===== src/rtl/mips_pkg.sv =====
// Shared MIPS pipeline definitions: ALU op encodings, funct codes, EX state and EX/MEM bank.
package mips_pkg;

  typedef enum logic [1:0] {
    ALU_ADD   = 2'b00,
    ALU_SUB   = 2'b01,
    ALU_RTYPE = 2'b10,
    ALU_OR    = 2'b11
  } alu_op_e;

  localparam logic [5:0] FUNCT_ADD   = 6'h20;
  localparam logic [5:0] FUNCT_SUB   = 6'h22;
  localparam logic [5:0] FUNCT_AND   = 6'h24;
  localparam logic [5:0] FUNCT_OR    = 6'h25;
  localparam logic [5:0] FUNCT_SLT   = 6'h2A;
  localparam logic [5:0] FUNCT_MULT  = 6'h18;
  localparam logic [5:0] FUNCT_MULTU = 6'h19;
  localparam logic [5:0] FUNCT_MFHI  = 6'h10;
  localparam logic [5:0] FUNCT_MFLO  = 6'h12;

  typedef enum logic [1:0] {IDLE, MUL, FIX} ex_state_t;

  typedef struct packed {
    logic        valid;
    logic        branch;
    logic        jump;
    logic        mem_read;
    logic        mem_write;
    logic        reg_write;
    logic        memto_reg;
    logic        zero;
    logic [31:0] alu_result;
    logic [31:0] store_data;
    logic [31:0] branch_target;
    logic [4:0]  dest_reg;
  } ex_mem_t;

endpackage


===== src/rtl/mult_seq.sv =====
// Sequential shift-add multiplier: one iteration per cycle on magnitudes, sign fixed at the end.
module mult_seq
  import mips_pkg::*;
#(
  parameter int unsigned MulIter = 32
) (
  input  logic        clk_i,
  input  logic        reset_i,
  input  logic        start_i,
  input  logic        signed_i,
  input  logic [31:0] a_i,
  input  logic [31:0] b_i,
  input  logic        flush_i,
  output logic        busy_o,
  output logic [31:0] hi_o,
  output logic [31:0] lo_o
);

  localparam int unsigned CntW = $clog2(MulIter);
  localparam logic [CntW-1:0] LastCnt = CntW'(MulIter - 1);

  ex_state_t      state_q;
  logic [63:0]    acc_q;
  logic [CntW-1:0] cnt_q;
  logic [31:0]    mcand_q, mplier_q, hi_q, lo_q;
  logic           neg_q;

  logic [31:0] abs_a, abs_b;
  logic [32:0] sum;
  logic [63:0] prod;

  always_comb begin
    abs_a = (signed_i && a_i[31]) ? (32'd0 - a_i) : a_i;
    abs_b = (signed_i && b_i[31]) ? (32'd0 - b_i) : b_i;
    // 33-bit add keeps the carry that the right shift moves into bit 63
    sum   = mplier_q[0] ? ({1'b0, acc_q[63:32]} + {1'b0, mcand_q}) : {1'b0, acc_q[63:32]};
    prod  = neg_q ? (64'd0 - acc_q) : acc_q;
  end

  always_ff @(posedge clk_i) begin
    if (reset_i) begin
      state_q  <= IDLE;
      acc_q    <= '0;
      cnt_q    <= '0;
      mcand_q  <= '0;
      mplier_q <= '0;
      neg_q    <= 1'b0;
      hi_q     <= '0;
      lo_q     <= '0;
    end else begin
      unique case (state_q)
        IDLE: begin
          if (start_i) begin
            mcand_q  <= abs_a;
            mplier_q <= abs_b;
            neg_q    <= signed_i & (a_i[31] ^ b_i[31]);
            acc_q    <= '0;
            cnt_q    <= '0;
            state_q  <= MUL;
          end
        end
        MUL: begin
          if (flush_i) begin
            state_q <= IDLE;
          end else begin
            acc_q    <= {sum, acc_q[31:1]};
            mplier_q <= mplier_q >> 1;
            cnt_q    <= cnt_q + 1'b1;
            if (cnt_q == LastCnt) state_q <= FIX;
          end
        end
        FIX: begin
          state_q <= IDLE;
          if (!flush_i) begin
            hi_q <= prod[63:32];
            lo_q <= prod[31:0];
          end
        end
        default: state_q <= IDLE;
      endcase
    end
  end

  assign busy_o = (state_q != IDLE);
  assign hi_o   = hi_q;
  assign lo_o   = lo_q;

endmodule


===== src/rtl/ex_stage.sv =====
// MIPS execute stage: operand mux, ALU, branch target and the registered EX/MEM bank.
module ex_stage
  import mips_pkg::*;
#(
  parameter int unsigned MUL_ITER = 32
) (
  input  logic        clk,
  input  logic        reset,
  input  logic        in_valid,
  input  logic        flush,
  input  logic        branch,
  input  logic        jump,
  input  logic        AluSrc,
  input  logic        MemRead,
  input  logic        MemWrite,
  input  logic        RegWrite,
  input  logic        RegDst,
  input  logic        MemtoReg,
  input  logic [1:0]  AluOp,
  input  logic [31:0] npc,
  input  logic [31:0] readdata1,
  input  logic [31:0] readdata2,
  input  logic [31:0] sigext,
  input  logic [4:0]  rt,
  input  logic [4:0]  rd,
  output logic        stall,
  output logic        valid_out,
  output logic        branch_out,
  output logic        jump_out,
  output logic        MemRead_out,
  output logic        MemWrite_out,
  output logic        RegWrite_out,
  output logic        MemtoReg_out,
  output logic        zero_out,
  output logic [31:0] alu_result_out,
  output logic [31:0] store_data_out,
  output logic [31:0] branch_target_out,
  output logic [4:0]  dest_reg_out
);

  ex_mem_t     ex_mem_d, ex_mem_q;
  logic [31:0] op_b, alu_res, hi, lo;
  logic [5:0]  funct;
  logic        accept, is_mul, busy;

  assign op_b   = AluSrc ? sigext : readdata2;
  assign funct  = sigext[5:0];
  assign stall  = busy;
  assign accept = in_valid && !busy && !flush;
  assign is_mul = (AluOp == ALU_RTYPE) && ((funct == FUNCT_MULT) || (funct == FUNCT_MULTU));

  mult_seq #(
    .MulIter(MUL_ITER)
  ) u_mult (
    .clk_i   (clk),
    .reset_i (reset),
    .start_i (accept && is_mul),
    .signed_i(funct == FUNCT_MULT),
    .a_i     (readdata1),
    .b_i     (op_b),
    .flush_i (flush),
    .busy_o  (busy),
    .hi_o    (hi),
    .lo_o    (lo)
  );

  always_comb begin
    alu_res = '0;
    unique case (AluOp)
      ALU_ADD: alu_res = readdata1 + op_b;
      ALU_SUB: alu_res = readdata1 - op_b;
      ALU_OR:  alu_res = readdata1 | op_b;
      default: begin
        case (funct)
          FUNCT_ADD:  alu_res = readdata1 + op_b;
          FUNCT_SUB:  alu_res = readdata1 - op_b;
          FUNCT_AND:  alu_res = readdata1 & op_b;
          FUNCT_OR:   alu_res = readdata1 | op_b;
          FUNCT_SLT:  alu_res = {31'd0, $signed(readdata1) < $signed(op_b)};
          FUNCT_MFHI: alu_res = hi;
          FUNCT_MFLO: alu_res = lo;
          default:    alu_res = '0;
        endcase
      end
    endcase
  end

  // Anything not accepted (bubble, stall, flush) registers as an all-zero bubble
  always_comb begin
    ex_mem_d = '0;
    if (accept) begin
      ex_mem_d.valid         = 1'b1;
      ex_mem_d.branch        = branch;
      ex_mem_d.jump          = jump;
      ex_mem_d.mem_read      = MemRead;
      ex_mem_d.mem_write     = MemWrite;
      ex_mem_d.reg_write     = RegWrite && !is_mul;
      ex_mem_d.memto_reg     = MemtoReg;
      ex_mem_d.zero          = (alu_res == 32'd0);
      ex_mem_d.alu_result    = alu_res;
      ex_mem_d.store_data    = readdata2;
      ex_mem_d.branch_target = npc + (sigext << 2);
      ex_mem_d.dest_reg      = RegDst ? rd : rt;
    end
  end

  always_ff @(posedge clk) begin
    if (reset) ex_mem_q <= '0;
    else       ex_mem_q <= ex_mem_d;
  end

  assign valid_out         = ex_mem_q.valid;
  assign branch_out        = ex_mem_q.branch;
  assign jump_out          = ex_mem_q.jump;
  assign MemRead_out       = ex_mem_q.mem_read;
  assign MemWrite_out      = ex_mem_q.mem_write;
  assign RegWrite_out      = ex_mem_q.reg_write;
  assign MemtoReg_out      = ex_mem_q.memto_reg;
  assign zero_out          = ex_mem_q.zero;
  assign alu_result_out    = ex_mem_q.alu_result;
  assign store_data_out    = ex_mem_q.store_data;
  assign branch_target_out = ex_mem_q.branch_target;
  assign dest_reg_out      = ex_mem_q.dest_reg;

endmodule


===== config.mk =====
export PLATFORM = sky130hd
export DESIGN_NAME = ex_stage
export DESIGN_NICKNAME = d
export VERILOG_FILES = /design/src/rtl/mips_pkg.sv /design/src/rtl/mult_seq.sv /design/src/rtl/ex_stage.sv
export SDC_FILE = /design/constraint.sdc
export NUM_CORES = 1
export LEC_CHECK = 0
export BUFFER_PORTS_ARGS = -buffer_cell sky130_fd_sc_hd__buf_2
export CAP_MARGIN = 20
export CELL_PAD_IN_SITES_DETAIL_PLACEMENT = 1
export CELL_PAD_IN_SITES_GLOBAL_PLACEMENT = 1
export CORE_UTILIZATION = 30
export CTS_CLUSTER_DIAMETER = 40
export CTS_CLUSTER_SIZE = 14
export DETAILED_ROUTE_END_ITERATION = 8
export MAX_ROUTING_LAYER = met4
export PLACE_DENSITY = 0.6
export SLEW_MARGIN = 10
export SYNTH_ARGS = -nofsm -noshare
export SYNTH_HDL_FRONTEND = slang
export SYNTH_SLANG_ARGS = --single-unit

===== constraint.sdc =====
create_clock -name clk -period 14.9 [get_ports clk]
set_input_delay 1.49 -clock clk [delete_from_list [all_inputs] [get_ports clk]]
set_output_delay 1.49 -clock clk [all_outputs]
set_load 0.1 [all_outputs]

# Word level (Yosys, flattened, before mapping)
# Index checks and enable logic that the tools add are counted.
# op_classes
n_reduce_logical	21
n_lt_le_gt_ge	1
n_eq_ne	18
addsub	8
n_mux	22
bitwise_logic	6
# ops
cell	n
one-hot mux 32 bit (7 select lines)	1
2-to-1 mux 64 bit	3
2-to-1 mux 32 bit	5
one-hot mux 64 bit (2 select lines)	1
2-to-1 mux 109 bit	1
one-hot mux 32 bit (3 select lines)	1
adder 32 bit	2
one-hot mux 32 bit (2 select lines)	1
subtractor 1 x 32 -> 32 bit, first input constant	2
subtractor 1 x 64 -> 64 bit, first input constant	1
adder 32 x 32 -> 33 bit	1
2-to-1 mux 33 bit	1
AND 32 bit	1
logical NOT 32 bit	1
less-than comparator 32 bit	1
OR 32 bit	1
subtractor 32 bit	1
== test 6 bit, second input constant	5
== test 6 x 5 -> 1 bit, second input constant	4
2-to-1 mux 5 bit	3
one-hot mux 5 bit (2 select lines)	1
logical AND 1 bit	7
== test 2 bit, second input constant	3
2-to-1 mux 2 bit	3
other kinds (17)	25
# word_totals
register_bits	309

# Longest topological paths before layout
# Gate-level depths: netlist (run 1).
# logic_depth
word_depth	7
ltp_mapped	20

# Hierarchy
# From an unflattened synthesis (run 1), not the netlist that was laid out.
# hier_totals
cells_unflattened	2896
hier_area_um2	22943.3
# modules_own_cells
mod	area_each_um2	cells_per_inst	n_inst	seq_area_each_um2
ex_stage	11546.1	1492	1	2182.1
mult_seq	11397.2	1404	1	4003.8

# Least setup slack after synthesis (run 1)
# Ideal clock, no wire load.
# synth_timing
path_type	input to register
from	input port AluSrc
to	register ex_mem_q, in the netlist zero_out
setup_slack_ns	8.404
arrival_ns	6.404
cell_stages	19
cell_sequence	clkbuf_1 buf_1 clkbuf_1 buf_2 mux2i_1 inv_1 ha_1 fa_1 a211oi_1 o21a_1 o21ai_0 o21ai_0 and4_1 nor4_1 nand2b_1 a2111oi_0 o21ai_0 a2111o_1 nor4_1
# synth_via
elab_chain_cells	5
# synth_rtl
item	line	source
start: declaration	ex_stage.sv:13	input logic AluSrc,
2-to-1 mux 32 bit (*)	ex_stage.sv:46	assign op_b = AluSrc ? sigext : readdata2;
subtractor 32 bit (tied with other cells)	ex_stage.sv:71, ex_stage.sv:76	
one-hot mux 32 bit (7 select lines)	ex_stage.sv:74	case (funct)
one-hot mux 32 bit (3 select lines) (*)	ex_stage.sv:69	unique case (AluOp)
logical NOT 32 bit (*)	ex_stage.sv:99	ex_mem_d.zero = (alu_res == 32'd0);
end signal: assignment	ex_stage.sv:109	else ex_mem_q <= ex_mem_d;
end: declaration	ex_stage.sv:41	ex_mem_t ex_mem_d, ex_mem_q;
# Every way passes the cells marked *; elsewhere a longest branch is shown, timed or not.
# A chain may end at the register's enable or synchronous reset.

# Worst setup path after layout (run 1)
# Same ends and word-level chain as after synthesis.

==> summary.txt, run 1 <==
Pwr
  – Sequential share of power: 0.265
  – Power density cells: 113 mW/mm2
  – Comb pwr share: 0.211
  – Net Sw Power: a little over 1 mW
  – P_leak: roughly 12 nW
  – Maximum VDD drop: roughly 0.000072 V
  – Clk pwr share: 0.524
  – Switch share: 0.325
  – Power Internal: approximately 2.1 mW
  – Total Power: around 3.2 mW

Critical path
  – Slowest cell on crit path: mux2i_1
  – WP data required: roughly 15 ns
  – Crit-path cells: buf_2, buf_4, mux2i_1, inv_1, fa_1, a211oi_1, o21bai_1, a211oi_1, a2111oi_0, a211oi_1, nand4_1, nor4bb_1, nand4_1, nor4_1, nand3_1, nor4_1
  – WP buf/inv: 3
  – Slowest stage delay, CP: about 0.75 ns
  – Worst reg2reg path depth: 10
  – Worst Path Max Fanout: 44
  – CP startpoint: AluSrc
  – Worst EP arrival: 7.14 ns
  – Launching point of the worst reg2reg path: u_mult.state_q[1]$_SDFFE_PP0P_
  – Worst path most repeated cell: a211oi_1
  – Worst path depth: 16
  – CP top delay family: simple AND/OR/NAND/NOR gates
  – CP Capture Type: register
  – Worst Setup Start Kind: primary input
  – Crit Path Class: primary input to register

Timing
  – Worst-Margin Slew: about 1.2 ns
  – Setup ws final: 8.26 ns
  – Setup TNS Final: 0 ns
  – Clk_skew: 0.0183 ns
  – RSZ-0062 raised after global routing: false
  – Final hold violation count: 0
  – Crit share post-route: 0.445
  – Normalized max-slew margin: 0.168
  – Hold Slack: approximately 0.45 ns
  – Final max-slew violation count: 0
  – Final Critical Period: 6.64 ns
  – # setup viols final: 0
  – Max Clk Rate: roughly 150 MHz

Cells and area
  – Final Cell Area: ~0.028 mm2
  – Area Overhead vs Synth: 20.5%
  – Fillers: roughly 9,400
  – Util after Layout: 0.365
  – Number of cells in the finished layout apart from fillers: approximately 4,300
  – Share of cells above drive strength 1: 0.156
  – Layout Nets: ~3,600

Global routing
  – Vias in the first global route: about 25,000
  – GRT Overall Usage: 0.309
  – Global-route wire length before repair: around 170 mm
  – Initial antenna violation count: 3
  – Grt ovf: 0
  – Largest net degree at the start of global routing: between 100 and 150

Synthesis
  – Synthesis Warnings: 0
  – Synth cell types: 95
  – Post-synth EDFFs: 0
  – Ys async rst share: 0
  – Synth Area in XOR/XNOR: 0.0692
  – Synth Area in Simple Gates: 0.215
  – Post-Syn Area per Cell: ~7.7 um2
  – Post-Synth Adder-Cell Area: 0.0964
  – Top FF cell, synth: dfxtp_1
  – Top cells by area, synth: dfxtp_1, ha_1, a21oi_1
  – Largest family of logic cells by synthesized area: compound AO/OA/AOI/OAI gates
  – Cell Area, Synth: approximately 0.023 mm2
  – Synth Area in Compound Gates: 0.270
  – Seq/Total Area, Yosys: 0.264
  – Yosys reg bits: just over 300
  – Biggest area consumer among synthesized cells: dfxtp_1
  – Mux contribution to synthesized area: 0.0291
  – Syn_nets: roughly 3,400
  – Yosys top cell area share: 0.264
  – Syn Inst Count: 3,042

Die
  – Initial Utilization: 0.303
  – DIE AREA: 0.0791 mm2
  – IO Pins: between 200 and 300
  – Rows: ~100
  – Die Y: around 280 um
  – Core ar.: about 0.077 mm2
  – Die width: around 280 um

Placed design
  – Post-DP HPWL: ~95 mm
  – RePlAce Congestion: 0.979
  – Worst slack at placement: between 7 and 8 ns
  – Placed insts: 4,206
  – Post-DP Area: ~0.026 mm2
  – IO buf count: 261

Routing
  – Final Routed Wirelength: roughly 120 mm
  – Final ANT Viol Nets: 0
  – Vias: 24,900
  – DR pass1 iterations: 5
  – Initial detailed-routing violation count: about 1,900
  – Average wire per standard cell: 28.4 um
  – DRC errors left: 0
  – Vias per cell: approximately 5.8

Clock tree
  – Clock buffer count from CTS: slightly below 70
  – Cts hold-fix bufs: 0
  – Clk sinks: ~300
  – Resize count post-CTS: 0
  – Worst-path clk slew: 0.05 ns
  – H-tree depth: 3
  – CTS root buffer: clkbuf_16
  – Later-pin clock latency in the skew report: 0.61 ns
  – Setup Buffers After CTS: 0
  – Max clock buf depth: 3
  – CTS tree: built

Min path
  – Hold Startpoint: u_mult.hi_o[17]$_SDFFE_PP0P_
  – Hold crit path type: register to register
  – Worst hold stages: 2

Status
  – Status: finished clean

Flow run
  – Maxcap violations: 0
-- layout by cell type (no fill, tap or decap), types with 62 or more instances in the layout --
master	count
nand3_1	81
a211oi_1	120
clkbuf_16	69
xor2_1	62
inv_1	124
buf_2	260
nor3_1	63
o21ai_0	141
nor2_1	356
xnor2_1	123
nand2_1	221
dfxtp_1	308
ha_1	174
a21oi_1	275
-- routing by layer --
layer	track usage	up-vias	wire [um]	part of all wire
li1	-	11500	-	-
met1	0.413	12600	56800	0.46
met2	0.489	733	56500	0.46
met3	0.0354	157	6030	0.049
met4	0.0920	0	3520	0.029
met5	-	-	0	0
-- flip-flops by register name (all words and copies together) (netlist names) --
register           count
u_mult.hi_o           32
u_mult.mplier_q       32
u_mult.mcand_q        32
RegWrite_out           1
jump_out               1
MemtoReg_out           1
zero_out               1
branch_out             1
alu_result_out        32
u_mult.lo_o           32
dest_reg_out           5
u_mult.acc_q          64
u_mult.cnt_q           5
MemWrite_out           1
u_mult.neg_q           1
MemRead_out            1
u_mult.state_q         2
branch_target_out     32
store_data_out        32
valid_out              1
-- final cells by class --
class / count / area, um2 / area share
flip-flops and latches: 309 / 6190 / 0.219
clock buffers: 82 / 1870 / 0.0661
inverters: 127 / 477 / 0.0169
diodes: 2 / 5.00 / 0.000177
clock inverters: 43 / 651 / 0.0231
well taps: 1040 / 1300 / 0.0461
multi-input cells: 2419 / 16000 / 0.567
repair buffers: 312 / 1710 / 0.0607
-- logic make-up after synthesis --
| kind of cell | after synthesis |
|---|---|
| adder cells (fa/ha/maj) | 178 |
| flip-flops | 309 |
| XOR/XNOR | 185 |
| buffers and inverters | 314 |
| AO/OA/AOI/OAI | 947 |
| AND/OR/NAND/NOR | 1042 |
| multiplexers | 67 |
-- power by group through the flow --
stage	registers [mW]	logic [mW]	clock network [mW]
floorplan	0.934	0.337	0
global placement	0.858	0.649	0
detailed placement	0.858	0.651	0
CTS	0.842	0.654	1.69
global route	0.842	0.700	1.73
finish	0.842	0.669	1.66
-- synthesized netlist by cell type (8+ instances only) --
cell type  number
and3_1         23
clkbuf_1      151
or3_1          26
xnor2_1       123
nor3b_1        15
o211ai_1       26
inv_1         125
nor4_1         34
a211oi_1      120
buf_1          19
nand4_1        29
o221ai_1        8
a21oi_1       275
xor2_1         62
or4_1          12
and2_1         62
a21o_1         54
dfxtp_1       309
o21bai_1       15
mux2_2          8
ha_1          174
nor2_1        360
o21a_1         20
or2_2          17
a222oi_1       18
nand3_1        81
o41ai_1        13
a2111oi_0      10
a31oi_1        41
mux2i_1        59
a221oi_1       17
o31ai_1        31
nor3_1         65
a22oi_1        18
nor2b_1        22
nand2b_1       28
o21ai_0       141
o22ai_1        16
nand2_1       222
o2111ai_1       8
a221o_1         9
-- worst min-delay path, delay by kind of cell (launching register included) --
kind               cells  cell delay [ns]
DFF                    1             0.30
and+or+nand+nor        1             0.05
AOI/OAI and AO/OA      1             0.05
-- final timing paths --
kind                                                      to  slack [ns]
worst max-delay path                     zero_out$_SDFF_PP0_        8.26
worst min-delay path            u_mult.hi_o[17]$_SDFFE_PP0P_        0.45
worst max register to register           zero_out$_SDFF_PP0_       10.34
worst min register to register  u_mult.hi_o[17]$_SDFFE_PP0P_        0.45
Note: power is estimated with default switching activity, not from simulation.
==> run 2: changes to the inputs <==
==> constraint.sdc (replaced) <==
create_clock -name clk -period 6.3 [get_ports clk]
set_input_delay 0.63 -clock clk [delete_from_list [all_inputs] [get_ports clk]]
set_output_delay 0.63 -clock clk [all_outputs]
set_load 0.1 [all_outputs]
==> run 2 against run 1 <==
Effect of this change:
- sequential power is 140% higher
- first-iteration DRC count up 6.6%
- core utilization grew 0.42 points
- worst hold slack worse by 0.23 ns
- critical endpoint unchanged
==> summary.txt, run 2 (synthesis gave the netlist of run 1 again) <==
Cells and area
  – Number of cells in the finished layout apart from fillers: between 4,000 and 5,000
  – Register area: approximately 0.0062 mm2
  – Final Cell Area: roughly 0.029 mm2
  – Commonest cells after routing, fill and taps aside: nor2_1, dfxtp_1, a21oi_1
  – Max FFs per register: 64
  – Multi-input gate area: 0.0160 mm2
  – Share of cells above drive strength 1: 0.171
  – Util after Layout: 0.369
  – Layout Nets: ~3,600
  – Area Overhead vs Synth: 21.9%
  – Top reg by flops: u_mult.acc_q
  – Most common cell after layout, fill and taps aside: nor2_1
  – Fillers: approximately 9,300

Min path
  – Hold Startpoint: jump
  – Hold crit path type: primary input to register

Clock tree
  – Max clock buf depth: 3
  – Setup Buffers After CTS: 0
  – Cts hold-fix bufs: 0
  – Clk sinks: a little over 300
  – Later-pin clock latency in the skew report: approximately 0.61 ns
  – Worst-path clk slew: ~0.05 ns
  – Clock buffer count from CTS: 66
  – CTS tree: built
  – CTS root buffer: clkbuf_16
  – Resize count post-CTS: 0
  – H-tree depth: 3

Placed design
  – Placed insts: ~4,300
  – Post-DP Area: approximately 0.026 mm2
  – RePlAce Congestion: between 1 and 1.5
  – Post-DP HPWL: 98.2 mm
  – IO buf count: around 260
  – Worst slack at placement: about 0.40 ns

Routing
  – Final ANT Viol Nets: 0
  – Average wire per standard cell: approximately 28 um
  – Vias: between 20,000 and 30,000
  – Vias per cell: about 5.8
  – DRC errors left: 0
  – Initial detailed-routing violation count: approximately 2,100
  – DR pass1 iterations: 9
  – Final Routed Wirelength: between 100 and 150 mm

Timing
  – Hold Slack: 0.221 ns
  – Final hold violation count: 0
  – Final Critical Period: about 5.3 ns
  – Normalized max-slew margin: 0.226
  – Setup TNS Final: 0 ns
  – Setup ws final: around 0.96 ns
  – # setup viols final: 0
  – Crit share post-route: 0.848
  – Clk_skew: 0.0317 ns
  – Final max-slew violation count: 0
  – Max Clk Rate: between 150 and 200 MHz
  – RSZ-0062 raised after global routing: false
  – Worst-Margin Slew: about 1.1 ns

Die
  – IO Pins: around 260
  – Initial Utilization: 0.303
  – Die width: 281 um
  – Die Y: 281 um
  – Core ar.: between 0.07 and 0.08 mm2
  – DIE AREA: ~0.079 mm2
  – Rows: 102

Global routing
  – Largest net degree at the start of global routing: approximately 130
  – GRT Overall Usage: 0.315
  – Initial antenna violation count: 4
  – Grt ovf: 0
  – Global-route wire length before repair: approximately 180 mm
  – Vias in the first global route: around 26,000

Critical path
  – Crit Path Class: primary input to register
  – Worst Setup Start Kind: primary input
  – Worst Path Max Fanout: 17
  – Slowest stage delay, CP: approximately 0.94 ns
  – CP startpoint: AluSrc
  – Slowest cell on crit path: mux2i_1
  – WP buf/inv: 4
  – WP data required: a little under 7 ns
  – CP Capture Type: register
  – R2r setup slk: roughly 2.2 ns
  – CP top delay family: compound AO/OA/AOI/OAI gates
  – Worst EP arrival: a little under 6 ns
  – Crit-path cells: buf_2, buf_12, buf_4, mux2i_1, inv_1, ha_1, a21oi_1, o211ai_1, a221oi_1, o21a_1, o21ai_0, a2111oi_2, o21ai_0, a2111o_1, nor4_1
  – Launching point of the worst reg2reg path: u_mult.acc_q[12]$_SDFFE_PP0P_
  – Worst path most repeated cell: o21ai_0

Pwr
  – Switch share: 0.338
  – Maximum VDD drop: around 0.00022 V
  – Power density cells: 252 mW/mm2
  – Clk pwr share: 0.493
  – Power Internal: between 4 and 5 mW
  – Comb pwr share: 0.229
  – Sequential share of power: 0.277
  – Total Power: around 7 mW
  – P_leak: 12.0 nW
  – Net Sw Power: between 2 and 2.5 mW

Flow run
  – Maxcap violations: 0

Status
  – Status: finished clean
## run 2: cell count changes in the layout (fill, tap and decap cells not counted), sizes merged
cell           delta
buf              +77
clkinv            -3
clkinvlp          -1
inv               +2
clkdlybuf4s18     -1
bufinv            -7
dlymetal6s2s      -1
## run 2: path summary, 6_finish.rpt
| kind | to | cells after the start |
|---|---|---|
| hold / removal | jump_out$_SDFF_PP0_ | 2 |
| setup / recovery | zero_out$_SDFF_PP0_ | 15 |
| hold reg to reg | u_mult.hi_o[25]$_SDFFE_PP0P_ | 2 |
| setup reg to reg | u_mult.hi_o[25]$_SDFFE_PP0P_ | 9 |
## run 2: layer usage
metal	vias up	share of wire	global-route usage
met5	-	0	-
met3	227	0.062	0.0515
met1	12800	0.45	0.412
met4	0	0.037	0.115
li1	11600	-	-
met2	899	0.45	0.485
## run 2: area by class of cell
| cell class | instances | share of cell area |
|---|---|---|
| diodes | 2 | 0.000175 |
| clock buffers | 82 | 0.0632 |
| clock inverters | 34 | 0.0159 |
| inverters | 127 | 0.0167 |
| multi-input cells | 2419 | 0.561 |
| flip-flops and latches | 309 | 0.217 |
| well taps | 1040 | 0.0456 |
| repair buffers | 387 | 0.0807 |
## run 2: power by group through the flow
stage | sequential [mW] | combinational (mW) | clock [mW]
floorplan | 2.21 | 0.797 | 0
global placement | 2.03 | 1.60 | 0
detailed placement | 2.03 | 1.60 | 0
CTS | 1.99 | 1.61 | 3.62
global route | 1.99 | 1.73 | 3.72
finish | 1.99 | 1.65 | 3.54
